<file path="src/rtl/i2c_pkg.sv">
// Shared types and constants for the I2C target engine.
package i2c_pkg;

  typedef enum logic [2:0] {
    S_IDLE,
    S_ADDR,
    S_ADDR_ACK,
    S_WR_DATA,
    S_WR_ACK,
    S_RD_DATA,
    S_RD_ACK,
    S_WAIT_STOP
  } i2c_state_e;

  localparam logic I2C_ACK  = 1'b0;
  localparam logic I2C_NACK = 1'b1;
  localparam int   RW_BIT   = 0;
  localparam int   BYTE_W   = 8;

endpackage

</file>
<file path="src/rtl/i2c_target_if.sv">
// Pin and local-logic signals of the I2C target, grouped for the top-level port list.
interface i2c_target_if;
  import i2c_pkg::*;

  logic              scl_i;
  logic              sda_i;
  logic              sda_oe;
  logic [BYTE_W-1:0] rx_data;
  logic              rx_valid;
  logic              tx_req;
  logic [BYTE_W-1:0] tx_data;
  logic              addressed;
  logic              start_det;
  logic              stop_det;

  modport slave (
    input  scl_i, sda_i, tx_data,
    output sda_oe, rx_data, rx_valid, tx_req, addressed, start_det, stop_det
  );

  modport master (
    output scl_i, sda_i, tx_data,
    input  sda_oe, rx_data, rx_valid, tx_req, addressed, start_det, stop_det
  );

endinterface

</file>
<file path="src/rtl/i2c_line_filter.sv">
// 2-FF synchronizer plus run-length glitch filter with single-cycle edge strobes.
module i2c_line_filter #(
  parameter int FILTER_LEN = 3
) (
  input  logic clk,
  input  logic rst,
  input  logic line_i,
  output logic filt_o,
  output logic rise_o,
  output logic fall_o
);

  localparam logic [2:0] CNT_MAX = 3'(FILTER_LEN - 1);

  logic       sync1_q, sync2_q;
  logic       filt_q, filt_d;
  logic       rise_q, rise_d;
  logic       fall_q, fall_d;
  logic [2:0] cnt_q, cnt_d;

  // cnt_q counts consecutive samples disagreeing with the filtered level
  always_comb begin
    cnt_d  = 3'd0;
    filt_d = filt_q;
    rise_d = 1'b0;
    fall_d = 1'b0;
    if (sync2_q != filt_q) begin
      if (cnt_q == CNT_MAX) begin
        filt_d = sync2_q;
        rise_d = sync2_q;
        fall_d = ~sync2_q;
      end else begin
        cnt_d = cnt_q + 3'd1;
      end
    end
  end

  always_ff @(posedge clk) begin
    if (rst) begin
      sync1_q <= 1'b1;
      sync2_q <= 1'b1;
      filt_q  <= 1'b1;
      cnt_q   <= 3'd0;
      rise_q  <= 1'b0;
      fall_q  <= 1'b0;
    end else begin
      sync1_q <= line_i;
      sync2_q <= sync1_q;
      filt_q  <= filt_d;
      cnt_q   <= cnt_d;
      rise_q  <= rise_d;
      fall_q  <= fall_d;
    end
  end

  assign filt_o = filt_q;
  assign rise_o = rise_q;
  assign fall_o = fall_q;

endmodule

</file>
<file path="src/rtl/i2c_target.sv">
// I2C target engine: bus condition detect, 7-bit address match, byte write/read to local logic.
module i2c_target
  import i2c_pkg::*;
#(
  parameter logic [6:0] ADDR       = 7'h50,
  parameter int         FILTER_LEN = 3
) (
  input logic          clk,
  input logic          rst,
  i2c_target_if.slave  bus
);

  logic scl_f, scl_rise, scl_fall;
  logic sda_f, sda_rise, sda_fall;

  i2c_line_filter #(.FILTER_LEN(FILTER_LEN)) u_scl_filt (
    .clk(clk), .rst(rst), .line_i(bus.scl_i),
    .filt_o(scl_f), .rise_o(scl_rise), .fall_o(scl_fall)
  );

  i2c_line_filter #(.FILTER_LEN(FILTER_LEN)) u_sda_filt (
    .clk(clk), .rst(rst), .line_i(bus.sda_i),
    .filt_o(sda_f), .rise_o(sda_rise), .fall_o(sda_fall)
  );

  i2c_state_e        state_q, state_d;
  logic [3:0]        bitcnt_q, bitcnt_d;
  logic [BYTE_W-1:0] shift_q, shift_d;
  logic [BYTE_W-1:0] rx_data_q, rx_data_d;
  logic              phase_q, phase_d;
  logic              rw_q, rw_d;
  logic              sda_oe_q, sda_oe_d;
  logic              addressed_q, addressed_d;
  logic              rx_valid_q, rx_valid_d;
  logic              start_q, start_d;
  logic              stop_q, stop_d;
  logic              tx_req_now;
  logic [BYTE_W-1:0] byte_in;
  logic              scl_edge, start_ev, stop_ev;

  assign byte_in  = {shift_q[BYTE_W-2:0], sda_f};
  // an SDA edge coinciding with an SCL edge is data, not a bus condition
  assign scl_edge = scl_rise | scl_fall;
  assign start_ev = sda_fall & scl_f & ~scl_edge;
  assign stop_ev  = sda_rise & scl_f & ~scl_edge;

  always_comb begin
    state_d     = state_q;
    bitcnt_d    = bitcnt_q;
    shift_d     = shift_q;
    rx_data_d   = rx_data_q;
    phase_d     = phase_q;
    rw_d        = rw_q;
    sda_oe_d    = sda_oe_q;
    addressed_d = addressed_q;
    rx_valid_d  = 1'b0;
    start_d     = 1'b0;
    stop_d      = 1'b0;
    tx_req_now  = 1'b0;
    if (start_ev) begin
      state_d     = S_ADDR;
      bitcnt_d    = 4'd0;
      sda_oe_d    = 1'b0;
      addressed_d = 1'b0;
      start_d     = 1'b1;
    end else if (stop_ev) begin
      state_d     = S_IDLE;
      sda_oe_d    = 1'b0;
      addressed_d = 1'b0;
      stop_d      = 1'b1;
    end else begin
      case (state_q)
        S_ADDR: if (scl_rise) begin
          shift_d  = byte_in;
          bitcnt_d = bitcnt_q + 4'd1;
          if (bitcnt_q == 4'd7) begin
            bitcnt_d = 4'd0;
            phase_d  = 1'b0;
            rw_d     = byte_in[RW_BIT];
            state_d  = (byte_in[BYTE_W-1:1] == ADDR) ? S_ADDR_ACK : S_WAIT_STOP;
          end
        end
        // phase_q=0: next fall starts the ACK slot; phase_q=1: next fall ends it
        S_ADDR_ACK: if (scl_fall) begin
          if (!phase_q) begin
            sda_oe_d    = ~I2C_ACK;
            addressed_d = 1'b1;
            phase_d     = 1'b1;
          end else if (rw_q) begin
            tx_req_now = 1'b1;
            shift_d    = bus.tx_data;
            sda_oe_d   = ~bus.tx_data[BYTE_W-1];
            bitcnt_d   = 4'd0;
            state_d    = S_RD_DATA;
          end else begin
            sda_oe_d = 1'b0;
            bitcnt_d = 4'd0;
            state_d  = S_WR_DATA;
          end
        end
        S_WR_DATA: if (scl_rise) begin
          shift_d  = byte_in;
          bitcnt_d = bitcnt_q + 4'd1;
          if (bitcnt_q == 4'd7) begin
            rx_data_d  = byte_in;
            rx_valid_d = 1'b1;
            bitcnt_d   = 4'd0;
            phase_d    = 1'b0;
            state_d    = S_WR_ACK;
          end
        end
        S_WR_ACK: if (scl_fall) begin
          if (!phase_q) begin
            sda_oe_d = ~I2C_ACK;
            phase_d  = 1'b1;
          end else begin
            sda_oe_d = 1'b0;
            state_d  = S_WR_DATA;
          end
        end
        S_RD_DATA: if (scl_fall) begin
          if (bitcnt_q == 4'd7) begin
            sda_oe_d = 1'b0;
            phase_d  = 1'b0;
            state_d  = S_RD_ACK;
          end else begin
            shift_d  = {shift_q[BYTE_W-2:0], 1'b0};
            sda_oe_d = ~shift_q[BYTE_W-2];
            bitcnt_d = bitcnt_q + 4'd1;
          end
        end
        S_RD_ACK: begin
          if (scl_rise) begin
            if (sda_f == I2C_NACK) state_d = S_WAIT_STOP;
            else                   phase_d = 1'b1;
          end else if (scl_fall && phase_q) begin
            tx_req_now = 1'b1;
            shift_d    = bus.tx_data;
            sda_oe_d   = ~bus.tx_data[BYTE_W-1];
            bitcnt_d   = 4'd0;
            state_d    = S_RD_DATA;
          end
        end
        default: ;
      endcase
    end
  end

  always_ff @(posedge clk) begin
    if (rst) begin
      state_q     <= S_IDLE;
      bitcnt_q    <= 4'd0;
      rx_data_q   <= '0;
      phase_q     <= 1'b0;
      rw_q        <= 1'b0;
      sda_oe_q    <= 1'b0;
      addressed_q <= 1'b0;
      rx_valid_q  <= 1'b0;
      start_q     <= 1'b0;
      stop_q      <= 1'b0;
    end else begin
      state_q     <= state_d;
      bitcnt_q    <= bitcnt_d;
      rx_data_q   <= rx_data_d;
      phase_q     <= phase_d;
      rw_q        <= rw_d;
      sda_oe_q    <= sda_oe_d;
      addressed_q <= addressed_d;
      rx_valid_q  <= rx_valid_d;
      start_q     <= start_d;
      stop_q      <= stop_d;
    end
  end

  always_ff @(posedge clk) begin
    shift_q <= shift_d;
  end

  assign bus.sda_oe    = sda_oe_q;
  assign bus.rx_data   = rx_data_q;
  assign bus.rx_valid  = rx_valid_q;
  assign bus.tx_req    = tx_req_now;
  assign bus.addressed = addressed_q;
  assign bus.start_det = start_q;
  assign bus.stop_det  = stop_q;

endmodule

</file>
<file path="src/flat_wrapper.sv">
// flat-port wrapper written by rule: the top's interface ports become plain ports
module i2c_target_flat import i2c_pkg::*;
#(
  parameter logic [6:0] ADDR       = 7'h50,
  parameter int         FILTER_LEN = 3
)
  (clk, rst, bus_scl_i, bus_sda_i, bus_tx_data, bus_sda_oe, bus_rx_data, bus_rx_valid, bus_tx_req, bus_addressed, bus_start_det, bus_stop_det);
  i2c_target_if bus_i ();
  input logic clk;
  input logic rst;
  input wire logic [$bits(bus_i.scl_i)-1:0] bus_scl_i;
  input wire logic [$bits(bus_i.sda_i)-1:0] bus_sda_i;
  input wire logic [$bits(bus_i.tx_data)-1:0] bus_tx_data;
  output wire logic [$bits(bus_i.sda_oe)-1:0] bus_sda_oe;
  output wire logic [$bits(bus_i.rx_data)-1:0] bus_rx_data;
  output wire logic [$bits(bus_i.rx_valid)-1:0] bus_rx_valid;
  output wire logic [$bits(bus_i.tx_req)-1:0] bus_tx_req;
  output wire logic [$bits(bus_i.addressed)-1:0] bus_addressed;
  output wire logic [$bits(bus_i.start_det)-1:0] bus_start_det;
  output wire logic [$bits(bus_i.stop_det)-1:0] bus_stop_det;
  assign bus_i.scl_i = bus_scl_i;
  assign bus_i.sda_i = bus_sda_i;
  assign bus_i.tx_data = bus_tx_data;
  assign bus_sda_oe = bus_i.sda_oe;
  assign bus_rx_data = bus_i.rx_data;
  assign bus_rx_valid = bus_i.rx_valid;
  assign bus_tx_req = bus_i.tx_req;
  assign bus_addressed = bus_i.addressed;
  assign bus_start_det = bus_i.start_det;
  assign bus_stop_det = bus_i.stop_det;
  i2c_target #(.ADDR(ADDR), .FILTER_LEN(FILTER_LEN)) u_core (.clk(clk), .rst(rst), .bus(bus_i));
endmodule
</file>
<file path="config.mk">
export PLATFORM = sky130hd
export DESIGN_NAME = i2c_target_flat
export DESIGN_NICKNAME = d
export VERILOG_FILES = /design/src/rtl/i2c_pkg.sv /design/src/rtl/i2c_target_if.sv /design/src/rtl/i2c_line_filter.sv /design/src/rtl/i2c_target.sv /design/src/flat_wrapper.sv
export SDC_FILE = /design/constraint.sdc
export NUM_CORES = 1
export LEC_CHECK = 0
export ABC_CLOCK_PERIOD_IN_PS = 2200
export CORE_ASPECT_RATIO = 1.1
export CORE_UTILIZATION = 35
export DETAILED_ROUTE_END_ITERATION = 10
export GPL_TIMING_DRIVEN = 0
export PLACE_DENSITY = 0.64
export SETUP_SLACK_MARGIN = 0.05
export SLEW_MARGIN = 20
export SYNTH_ARGS = -nofsm -noshare
export SYNTH_HDL_FRONTEND = slang
export SYNTH_SLANG_ARGS = --single-unit
</file>
<file path="constraint.sdc">
create_clock -name clk -period 2.2 [get_ports clk]
set_input_delay 0.33 -clock clk [delete_from_list [all_inputs] [get_ports clk]]
set_output_delay 0.33 -clock clk [all_outputs]
set_load 0.01 [all_outputs]
</file>
; ---- Yosys cells after proc, flatten, opt, wreduce, memory -nomap -nowiden
; Index checks and enable logic that the tools add are counted.
[word_totals]
ff_bits = 45
inputBits = 12
out_inout_bits = 14
word_cells = 180
[classes]
n_addsub = 3
eq_ne = 44
muxes = 64
bitwise = 19
n_reduce_logical = 26
[op_table]
columns = operator, count
row1 = 7-bit two-way mux, 8
row2 = 3-bit two-way mux, 15
row3 = 4-bit two-way mux, 8
row4 = 7-bit one-hot mux with 4 select lines, 1
row5 = 1-bit two-way mux, 27
row6 = 13-bit AND reduction, 2
row7 = "4-bit by 1-bit != test with 1-bit output, second input constant", 5
row8 = "4-bit by 2-bit != test with 1-bit output, second input constant", 5
row9 = "2-bit by 1-bit != test with 1-bit output, second input constant", 9
row10 = "2-bit != test, second input constant", 9
row11 = 3-bit one-hot mux with 6 select lines, 1
row12 = 4-bit one-hot mux with 4 select lines, 1
row13 = 3-bit OR reduction, 5
row14 = 1-bit NOT, 14
row15 = "3-bit by 2-bit equality test with 1-bit output, second input constant", 4
row16 = 4-bit nonzero test, 3
row17 = 11-bit AND reduction, 1
row18 = 5-bit AND reduction, 2
row19 = "3-bit equality test, second input constant", 3
row20 = 9-bit AND reduction, 1
row21 = 1-bit one-hot mux with 4 select lines, 2
row22 = 8-bit AND reduction, 1
row23 = 8-bit nonzero test, 1
row24 = "7-bit equality test, second input constant", 1
row25 = other kinds (19), 27

; ---- Logic depth before layout (Yosys ltp)
; Gate-level depths: netlist of the first run.
[depth]
word_depth = 7
depth_mapped = 7

; ---- By module
; A second synthesis of the first run with hierarchy kept.
[hier_totals]
cells_unflattened = 225
hier_area_um2 = 2209.6
[by_module_without_submodules]
columns = mod, instances, cells_each, area_each_um2, seq_area_each_um2
row1 = i2c_target, 1, 175, 1611.5, 650.6
row2 = i2c_line_filter, 2, 25, 299.0, 160.2

; ---- Worst setup path before layout of the first run
; Ideal clock, no wire load.
[synth_path]
path_kind = register to register
from = reg u_core.bitcnt_q[0]
to = reg u_core.shift_q[0] (enable)
setup_ns = 0.383
arrival_time_ns = 1.726
required_ns = 1.817
path_slack_ns = 0.091
stages_incl_launch_ff = 6
path_buffers = 0
path_cell_list = dfxtp_1 ha_1 nand3b_1 o211ai_1 a31o_1 a211oi_1
[synth_via]
elab_chain_len = 3
[synth_lines]
columns = element, line
row1 = start: declaration, i2c_target.sv:27  ; logic [3:0] bitcnt_q, bitcnt_d;
row2 = start signal: assignment, i2c_target.sv:163  ; bitcnt_q <= bitcnt_d;
row3 = 4-bit by 3-bit equality test with 1-bit output, i2c_target.sv:122  ; if (bitcnt_q == 4'd7) begin
row4 = 2-bit != test (no line), --
row5 = 11-bit AND reduction (no line), --
row6 = end signal: assignment, i2c_target.sv:176  ; shift_q <= shift_d;
row7 = end: declaration, i2c_target.sv:28  ; logic [BYTE_W-1:0] shift_q, shift_d;
; Every way passes these cells.
; A chain may end at the register's enable or synchronous reset.

; ---- Final worst setup path of the first run
[layout_path]
from = reg u_core.state_q[0]
to = reg u_core.shift_q[1] (enable)
[layout_via]
elab_chain_len = 4
word_cells_on_any_way = 16
classes_between = eq/ne: 13 / reduce/logical: 3
[layout_lines]
columns = element, line
row1 = start: declaration, i2c_target.sv:26  ; i2c_state_e state_q, state_d;
row2 = start signal: assignment, i2c_target.sv:162  ; state_q <= state_d;
row3 = 3-bit by 1-bit equality test with 1-bit output / 3-bit by 2-bit equality test with 1-bit output (equally long branches), i2c_target.sv:72  ; case (state_q)
row4 = 2-bit OR reduction (no line), --
row5 = 2-bit by 1-bit != test with 1-bit output (no line) / 4-bit nonzero test (equally long branches), --
row6 = 11-bit AND reduction (no line) (*), --
; Every way passes the cells marked *; elsewhere a longest branch is shown, timed or not.

==> results.json, run 1 <==
{
  "status": "completed",
  "met1_usage_pct": 17.32,
  "drt_iter0_drc": 90,
  "cp.arrival_ps": 1930,
  "cp_max_fo": 10,
  "grt_pass1_wl_um": 7058,
  "drive_gt1_share_pct": 12.55,
  "final-hold-violation-count": 0,
  "use_met3_pct": 3.519,
  "path_class": "flop to flop",
  "dpl.hpwl_um": 3090,
  "hold_class": "flop to flop",
  "final_nets": 271,
  "syn_area_sq_um": 2092,
  "firstDrtPassIters": 4,
  "worstHoldEndpoint": "u_core.u_sda_filt.sync2_q",
  "core_area_sq_um": 5769,
  "avgSynthCellArea_sq_um": 9.553,
  "slew_violations": 0,
  "placed_area_sq_um": 2439,
  "start_util_pct": 36.26,
  "die_area_sq_um": 6291,
  "synth.distinct_cells": 48,
  "max_slew.worst_pin.slew_ps": 657.8,
  "hold_depth": 1,
  "track_usage_pct": 14.52,
  "tns_ps": 0,
  "gr-max-usage-layer": "met2",
  "gp_congestion": 0.8785,
  "synthesis.nets": 236,
  "finalInstanceArea_sq_um": 2594,
  "wl_per_cell_um": 13.02,
  "r2r.worst_path.cells": 5,
  "htreeDepth": 2,
  "grt_pass1_vias": 1590,
  "placementRows": 29,
  "drcViolationCount": 0,
  "antenna_cells": 0,
  "fin_crit_ps": 1978,
  "cts_tree": "built",
  "root_buffer": "clkbuf_8",
  "die_height_um": 83.09,
  "peakVddDrop_uv": 498.2,
  "pin_count": 26,
  "antenna_left": 0,
  "io_buffers": 25,
  "yosysSeqAreaShare_pct": 46.41,
  "use_met2_pct": 25.32,
  "synth_cells": 219,
  "min_from": "u_core.u_sda_filt.sync1_q",
  "ys_warn_count": 0,
  "postRouteWirelength_um": 4322,
  "vias": 1669,
  "grt-ovfl-total": 0,
  "rr_endpoint": "u_core.shift_q[1]",
  "cts_made_buffers": 5,
  "fin_util_pct": 44.96,
  "final.setup.worst_slack_ps": 222.3,
  "timing.rr.start": "u_core.state_q[0]",
  "clk-insertion-delay-late_ps": 290,
  "fmax_mhz": 505.6,
  "grt_max_degree": 14,
  "ys_seq_elements": 45,
  "antenna_found_initial": 0,
  "cts.sink_count": 45,
  "fin_crit_sh_pct": 89.90,
  "setup_violations": 0,
  "clockBufferDepth": 2,
  "crit_required_ps": 2150,
  "r2r_setup_slack_ps": 220,
  "dp_slack_ps": -327.2,
  "final_cell_mix": "37 x dfxtp_1, 28 x nor2_1, 24 x clkdlybuf4s50_1",
  "rsz0062_at_grt": "no",
  "fp.dieW_um": 75.72,
  "relSlewSlack_pct": 55.74,
  "p_leak_nw": 0.9257,
  "maxCapViolCount": 0,
  "syn2layout_area_growth_pct": 23.98,
  "cp-end-kind": "flop",
  "cts_hold_buf": 0,
  "skew_ps": 5.427,
  "path_clk_slew_ps": 80,
  "critPathLaunchType": "flop",
  "final_common_cell": "dfxtp_1",
  "avgViaCountPerCell": 5.027,
  "pwr_density_cell_nw_per_um2": 572.7
}
[through the flow]
stage / cells / hold WS, ps / total power [mW]
final: 332 / 411.9 / 1.485
after global routing: 332 / 419.1 / 1.541
after floorplan: 219 / 389.5 / 0.8805
after detailed placement: 321 / 393.8 / 0.9081
after CTS: 328 / 413.9 / 1.506
after global placement: 321 / 392.6 / 0.9072
[cell families after synthesis]
kind of cell               synth area share [%]
muxes                                     11.96
DFF                                       46.41
buffers and inverters                     4.127
and+or+nand+nor                           22.79
AOI/OAI and AO/OA                         11.30
adders and majority gates                 2.990
xor gates and xnor gates                 0.4187
[power by group]
| group | switching (mW) | leakage, nW | total [mW] | internal, mW |
|---|---|---|---|---|
| registers | 0.00199 | 0.371 | 0.840 | 0.838 |
| clock network | 0.262 | 0.0528 | 0.598 | 0.335 |
| logic | 0.0196 | 0.502 | 0.0479 | 0.0283 |
| total | 0.284 | 0.926 | 1.49 | 1.20 |
[flip-flops by register name (all words and copies together) (netlist names), 3 cells and up]
signal and count:
u_core.bus.rx_data 8, u_core.shift_q 7, u_core.bitcnt_q 4, u_core.state_q 3, u_core.u_scl_filt.cnt_q 3, u_core.u_sda_filt.cnt_q 3
[layer usage]
metal,routed length (um),share of wire (%)
met5,0,0
met4,47,1.1
met3,151,3.5
met2,2205,51
met1,1917,44
[synth_stat cells (all sizes together)]
| cell type | count | area share [%] |
|---|---|---|
| nor2 | 28 | 5.0 |
| and3b | 1 | 0.42 |
| nor2b | 5 | 1.5 |
| a21boi | 1 | 0.36 |
| nor4b | 1 | 0.42 |
| or4 | 1 | 0.36 |
| a21o | 1 | 0.36 |
| nand2b | 11 | 3.3 |
| edfxtp | 7 | 10 |
| mux2i | 16 | 7.7 |
| o22ai | 2 | 0.60 |
| o31ai | 1 | 0.36 |
| nor3b | 2 | 0.72 |
| o21a | 1 | 0.36 |
| buf | 5 | 1.4 |
| nand3 | 4 | 0.96 |
| o211ai | 2 | 0.72 |
| inv | 8 | 1.4 |
| nor4 | 2 | 1.3 |
| nand2 | 11 | 2.0 |
| a22oi | 1 | 0.36 |
| a211o | 1 | 0.42 |
| nor3 | 7 | 1.7 |
| clkbuf | 7 | 1.3 |
| a211oi | 1 | 0.36 |
| nor4bb | 1 | 0.48 |
| o311ai | 1 | 0.42 |
| o221ai | 1 | 0.42 |
| a21oi | 7 | 1.7 |
| dfxtp | 38 | 36 |
| nand4bb | 2 | 1.1 |
| a221oi | 1 | 0.42 |
| nand4b | 1 | 0.42 |
| o41ai | 1 | 0.42 |
| nand4 | 1 | 0.30 |
| xor2 | 1 | 0.42 |
| a31o | 2 | 0.84 |
| o21ai | 11 | 2.6 |
| ha | 5 | 3.0 |
| a31oi | 2 | 0.60 |
| or2 | 5 | 1.5 |
| mux2 | 8 | 4.3 |
| and2 | 1 | 0.30 |
| nand3b | 3 | 1.1 |
[area by class of cell]
class | instances | area [sq um]
buffer | 11 | 52.55
clock buffer | 6 | 72.57
clock inverter | 2 | 33.78
fill | 578 | 3176
inverter | 8 | 30.03
multi-input combinational | 154 | 1054
sequential | 45 | 972.2
tap | 77 | 96.34
timing repair buffer | 29 | 282.8
[repair_timing]
| action | 4_1_cts | 5_1_grt |
|---|---|---|
| gates resized for setup | 3 | 2 |
| setup buffers | 0 | 4 |
| endpoints found under the setup margin | 8 | 22 |
| cloned | 0 | 0 |
| pin swaps | 0 | 2 |
[worst max path at each step]
stage                                   from                end  slack [ps]  cells past startpoint
floorplan                 u_core.bitcnt_q[0]  u_core.shift_q[0]          90                      5
global placement          u_core.bitcnt_q[0]  u_core.shift_q[1]        -350                      5
detailed placement        u_core.bitcnt_q[0]  u_core.shift_q[1]        -330                      5
CTS                 u_core.u_scl_filt.rise_o         bus_tx_req          60                      5
global route        u_core.u_scl_filt.rise_o  u_core.state_q[2]         110                      6
finish                     u_core.state_q[0]  u_core.shift_q[1]         220                      5
[critical path: stages, from the launching register on]
cell      delay, ps
dfxtp_1         310
buf_4           160
nor2b_1         300
nand4_1         170
a31o_1          310
a211oi_4        390
(Power assumes the default switching activity.)
==> run 2, diff against run 1 <==
--- a/config.mk
+++ b/config.mk
@@ -6,7 +6,8 @@
 export NUM_CORES = 1
 export LEC_CHECK = 0
 export ABC_CLOCK_PERIOD_IN_PS = 2200
-export CORE_ASPECT_RATIO = 1.1
+export CORE_ASPECT_RATIO = 0.7
+export CORE_MARGIN = 10
 export CORE_UTILIZATION = 35
 export DETAILED_ROUTE_END_ITERATION = 10
 export GPL_TIMING_DRIVEN = 0
==> run 2 against run 1 <==
Compared with the run above:
- utilization shrank 0.066 points
- total power is 3.5% lower
- global-route usage decreased by 4.2 points
- worst hold slack gained 19 ps
- clock-buffer cell count fell by 1
- final cell count fell by 1.2%
- via count is 1.9% higher
- non-clock buffer count fell by 2
- highest routed layer unchanged
==> results.json, run 2 (synthesis results as in run 1) <==
{
  "postRouteWirelength_um": 4908,
  "final_cells": 328,
  "hold_depth": 1,
  "path_clk_slew_ps": 90,
  "syn2layout_area_growth_pct": 23.50,
  "grt_pass1_wl_um": 8231,
  "maxCapViolCount": 0,
  "grt_pass1_vias": 1683,
  "skew_ps": 3.484,
  "timing.rr.start": "u_core.bitcnt_q[0]",
  "status": "completed",
  "final-hold-violation-count": 0,
  "firstDrtPassIters": 4,
  "hold_class": "flop to flop",
  "largest_reg_flops": 8,
  "final.setup.worst_slack_ps": 137.6,
  "pin_count": 26,
  "drcViolationCount": 0,
  "crit_required_ps": 2440,
  "max_slew.worst_pin.slew_ps": 542.1,
  "io_buffers": 25,
  "placed_area_sq_um": 2436,
  "cp_max_fo": 8,
  "die_height_um": 84.69,
  "rr_endpoint": "u_core.bitcnt_q[3]",
  "vias": 1701,
  "whs_ps": 430.8,
  "antenna_cells": 0,
  "placementRows": 23,
  "fp.dieW_um": 112.4,
  "antenna_left": 0,
  "wl_per_cell_um": 14.96,
  "drt_iter0_drc": 81,
  "clockBufferDepth": 2,
  "critPathLaunchType": "flop",
  "r2r_setup_slack_ps": 140,
  "root_buffer": "clkbuf_8",
  "core_area_sq_um": 5756,
  "final_common_cell": "dfxtp_1",
  "dpl.hpwl_um": 3579,
  "cts_made_buffers": 5,
  "r2r.worst_path.cells": 6,
  "grt-ovfl-total": 0,
  "dp_slack_ps": -359.0,
  "setup_violations": 0,
  "rsz0062_at_grt": "no",
  "track_usage_pct": 10.31,
  "path_class": "flop to flop",
  "cts.sink_count": 45,
  "dp_cells": 319,
  "clk-insertion-delay-late_ps": 300,
  "grt_max_degree": 17,
  "gp_congestion": 0.8967,
  "final_cell_mix": "37 x dfxtp_1, 28 x nor2_1, 24 x clkdlybuf4s50_1",
  "final_nets": 269,
  "fin_crit_sh_pct": 93.75,
  "slew_violations": 0,
  "critPathLaunch": "u_core.bitcnt_q[0]",
  "peakVddDrop_uv": 323.4,
  "relSlewSlack_pct": 63.86,
  "p_leak_nw": 0.9050,
  "drive_gt1_share_pct": 12.65,
  "cts_tree": "built",
  "htreeDepth": 2,
  "antenna_found_initial": 0,
  "setup.worst_path.end": "u_core.bitcnt_q[3]",
  "fin_util_pct": 44.89,
  "cp.arrival_ps": 2300,
  "p_total_mw": 1.433,
  "start_util_pct": 36.35,
  "avgViaCountPerCell": 5.186,
  "fin_crit_ps": 2062,
  "die_area_sq_um": 9519,
  "pwr_density_cell_nw_per_um2": 554.6,
  "fmax_mhz": 484.9,
  "finalInstanceArea_sq_um": 2584,
  "cp-end-kind": "flop",
  "tns_ps": 0
}
run 2: cell types whose count changed in the layout (fill, tap and decap cells not counted), sizes merged:
cell | before | now
buf | 9 | 7
bufinv | 1 | 0
clkbuf | 12 | 11
dlygate4sd2 | 0 | 1
dlymetal6s2s | 1 | 0
inv | 8 | 10
run 2: area by class of cell:
| cell class | count | area, sq um |
|---|---|---|
| tap | 75 | 93.84 |
| timing repair buffer | 27 | 289.0 |
| clock buffer | 5 | 68.82 |
| clock inverter | 3 | 23.77 |
| sequential | 45 | 972.2 |
| multi-input combinational | 154 | 1054 |
| inverter | 8 | 30.03 |
| buffer | 11 | 52.55 |
| fill | 585 | 3172 |
run 2: per-layer routing:
metal  wire length (um)  global-route usage [%]  share of wire [%]
met3                340                   3.269                6.9
met1               2267                   13.56                 46
met5                  0                       0                  0
met2               2278                   16.33                 46
met4                 22                   1.724               0.45
run 2: how the worst min path moves through the flow:
stage / start / endpoint / slack (ps)
2_1_floorplan: u_core.u_scl_filt.sync1_q / u_core.u_scl_filt.sync2_q / 390
3_3_place_gp: u_core.u_sda_filt.sync1_q / u_core.u_sda_filt.sync2_q / 390
3_5_place_dp: u_core.u_scl_filt.sync1_q / u_core.u_scl_filt.sync2_q / 410
4_1_cts: u_core.u_scl_filt.sync1_q / u_core.u_scl_filt.sync2_q / 440
5_1_grt: u_core.u_sda_filt.sync1_q / u_core.u_sda_filt.sync2_q / 450
6_report: u_core.u_scl_filt.sync1_q / u_core.u_scl_filt.sync2_q / 430
run 2: critical path: stages (launching register included):
cell and delay [ps]:
dfxtp_1 350, ha_1 240, nand3b_1 320, o211ai_1 150
a31o_1 280, or4_1 530, a21oi_1 130
run 2: what timing repair did:
item                                   4_1_cts  5_1_grt
setup endpoints to repair                    8       20
hold buffers                                 0        0
pin swaps                                    0        2
gates resized for setup                      4        1
cloned                                       0        0
setup buffers                                0        2
endpoints found under the hold margin        0        0
run 2: where the power goes:
| group | total [mW] | switching, mW | internal [mW] |
|---|---|---|---|
| Clock | 0.544 | 0.313 | 0.231 |
| Combinational | 0.0483 | 0.0201 | 0.0282 |
| Sequential | 0.840 | 0.00220 | 0.838 |
| Total | 1.43 | 0.336 | 1.10 |
==> run 3, diff against run 2 <==
--- a/config.mk
+++ b/config.mk
@@ -11,6 +11,8 @@
 export CORE_UTILIZATION = 35
 export DETAILED_ROUTE_END_ITERATION = 10
 export GPL_TIMING_DRIVEN = 0
+export HOLD_SLACK_MARGIN = 0.15
+export MAX_ROUTING_LAYER = met4
 export PLACE_DENSITY = 0.64
 export SETUP_SLACK_MARGIN = 0.05
 export SLEW_MARGIN = 20
==> run 3 against run 2 <==
Compared with the run above:
- clock-buffer cell count unchanged
- die area stayed put
- cell area is 1.3% higher
- maximum frequency rose by 0.53%
- register-to-register slack about the same
- routed wire length fell by 2.2%
- critical endpoint is now u_core.shift_q[6]
- worst setup slack gained 11 ps
- utilization rose by 0.59 points
- critical path depth is the same
- total power up 6.7%
==> results.json, run 3 (synthesis results as in run 1) <==
{
  "status": "completed",
  "final_common_cell": "dfxtp_1",
  "track_usage_pct": 10.55,
  "dp_cells": 319,
  "skew_ps": 4.947,
  "max_slew.worst_pin.slew_ps": 505.5,
  "cp.arrival_ps": 2080,
  "antenna_found_initial": 0,
  "dpl.hpwl_um": 3485,
  "min_from": "u_core.u_sda_filt.sync1_q",
  "slew_violations": 0,
  "path_delay_family": "compound AO/OA/AOI/OAI gates",
  "worst-path-buf-inv": 1,
  "pwr_density_cell_nw_per_um2": 584.3,
  "clockBufferDepth": 2,
  "grt-ovfl-total": 0,
  "vias": 1672,
  "drt_iter0_drc": 95,
  "antenna_left": 0,
  "critPathLaunch": "u_core.bitcnt_q[0]",
  "timing.rr.start": "u_core.bitcnt_q[0]",
  "final_cells": 328,
  "whs_ps": 416.9,
  "cts.sink_count": 45,
  "gp_congestion": 0.8986,
  "htreeDepth": 2,
  "dp_slack_ps": -372.0,
  "fin_crit_sh_pct": 93.25,
  "syn2layout_area_growth_pct": 25.12,
  "core_area_sq_um": 5756,
  "firstDrtPassIters": 4,
  "root_buffer": "clkbuf_8",
  "rsz0062_at_grt": "no",
  "p_total_mw": 1.529,
  "fin_crit_ps": 2051,
  "cts_made_buffers": 5,
  "cpPeakStageDelay_ps": 340,
  "relSlewSlack_pct": 65.82,
  "r2r.worst_path.cells": 6,
  "hold_class": "flop to flop",
  "p_leak_nw": 0.9293,
  "avgViaCountPerCell": 5.098,
  "largest_reg_flops": 8,
  "cp_max_fo": 8,
  "finalInstanceArea_sq_um": 2618,
  "postRouteWirelength_um": 4801,
  "cts_tree": "built",
  "use_met3_pct": 3.340,
  "use_met2_pct": 15.01,
  "met1_usage_pct": 13.82,
  "gr-max-usage-layer": "met2",
  "placementRows": 23,
  "start_util_pct": 36.35,
  "grt_pass1_vias": 1590,
  "path_class": "flop to flop",
  "cp_slowest_cell": "dfxtp_1",
  "placed_area_sq_um": 2436,
  "maxCapViolCount": 0,
  "grt_max_degree": 16,
  "hold_depth": 1,
  "final_nets": 269,
  "fp.dieW_um": 112.4,
  "critPathLaunchType": "flop",
  "critical_path.cell_chain": "ha_1, nand3b_1, o211ai_1, a31o_1, a211oi_4, buf_12",
  "grt_pass1_wl_um": 8093,
  "die_height_um": 84.69,
  "peakVddDrop_uv": 452.8,
  "fmax_mhz": 487.5,
  "final-hold-violation-count": 0,
  "pin_count": 26,
  "drcViolationCount": 0,
  "drive_gt1_share_pct": 13.83,
  "setup_violations": 0,
  "cp_num_cells": 6,
  "final_cell_mix": "37 x dfxtp_1, 27 x nor2_1, 24 x clkdlybuf4s50_1",
  "cp-end-kind": "flop",
  "final.setup.worst_slack_ps": 148.5,
  "die_area_sq_um": 9519,
  "crit_required_ps": 2230,
  "path_clk_slew_ps": 90,
  "io_buffers": 25,
  "wl_per_cell_um": 14.64,
  "antenna_cells": 0,
  "clk-insertion-delay-late_ps": 300
}
[run 3: cell type report]
cell class | count | area, sq um
Buffer | 11 | 52.55
Sequential cell | 45 | 972.2
Fill cell | 570 | 3138
Clock inverter | 3 | 43.79
Tap cell | 75 | 93.84
Timing Repair Buffer | 27 | 292.8
Clock buffer | 5 | 68.82
Multi-Input combinational cell | 154 | 1064
Inverter | 8 | 30.03
[run 3: where the power goes]
part           switching (mW)  leakage, nW  total (mW)  internal (mW)
combinational          0.0203        0.500      0.0486         0.0283
clock                   0.300       0.0585       0.641          0.341
sequential            0.00202        0.371       0.840          0.838
total                   0.322        0.929        1.53           1.21
[run 3: path summary, 6_finish.rpt]
kind,endpoint,slack [ps]
hold reg to reg,u_core.u_sda_filt.sync2_q,420
hold / removal,u_core.u_sda_filt.sync2_q,420
setup reg to reg,u_core.shift_q[6],150
setup / recovery,u_core.shift_q[6],150
[run 3: routing by layer]
metal	vias to the layer above	share of wire [%]
met5	-	0
met4	0	0.50
met3	2	5.9
met2	40	45
met1	795	48
li1	835	-
[run 3: metrics by stage]
stage | setup TNS, ps | util (%)
after floorplan | 0 | -
after global placement | -2265 | 42.33
after detailed placement | -2603 | 42.33
after CTS | 0 | 44.54
after global routing | 0 | 45.48
final | 0 | 45.48
[run 3: repair_timing]
item | 4_1_cts | 5_1_grt
buffers inserted | 0 | 2
endpoints found under the setup margin | 8 | 16
gates resized for setup | 4 | 4
hold buffers | 0 | 0
pin swaps | 0 | 2
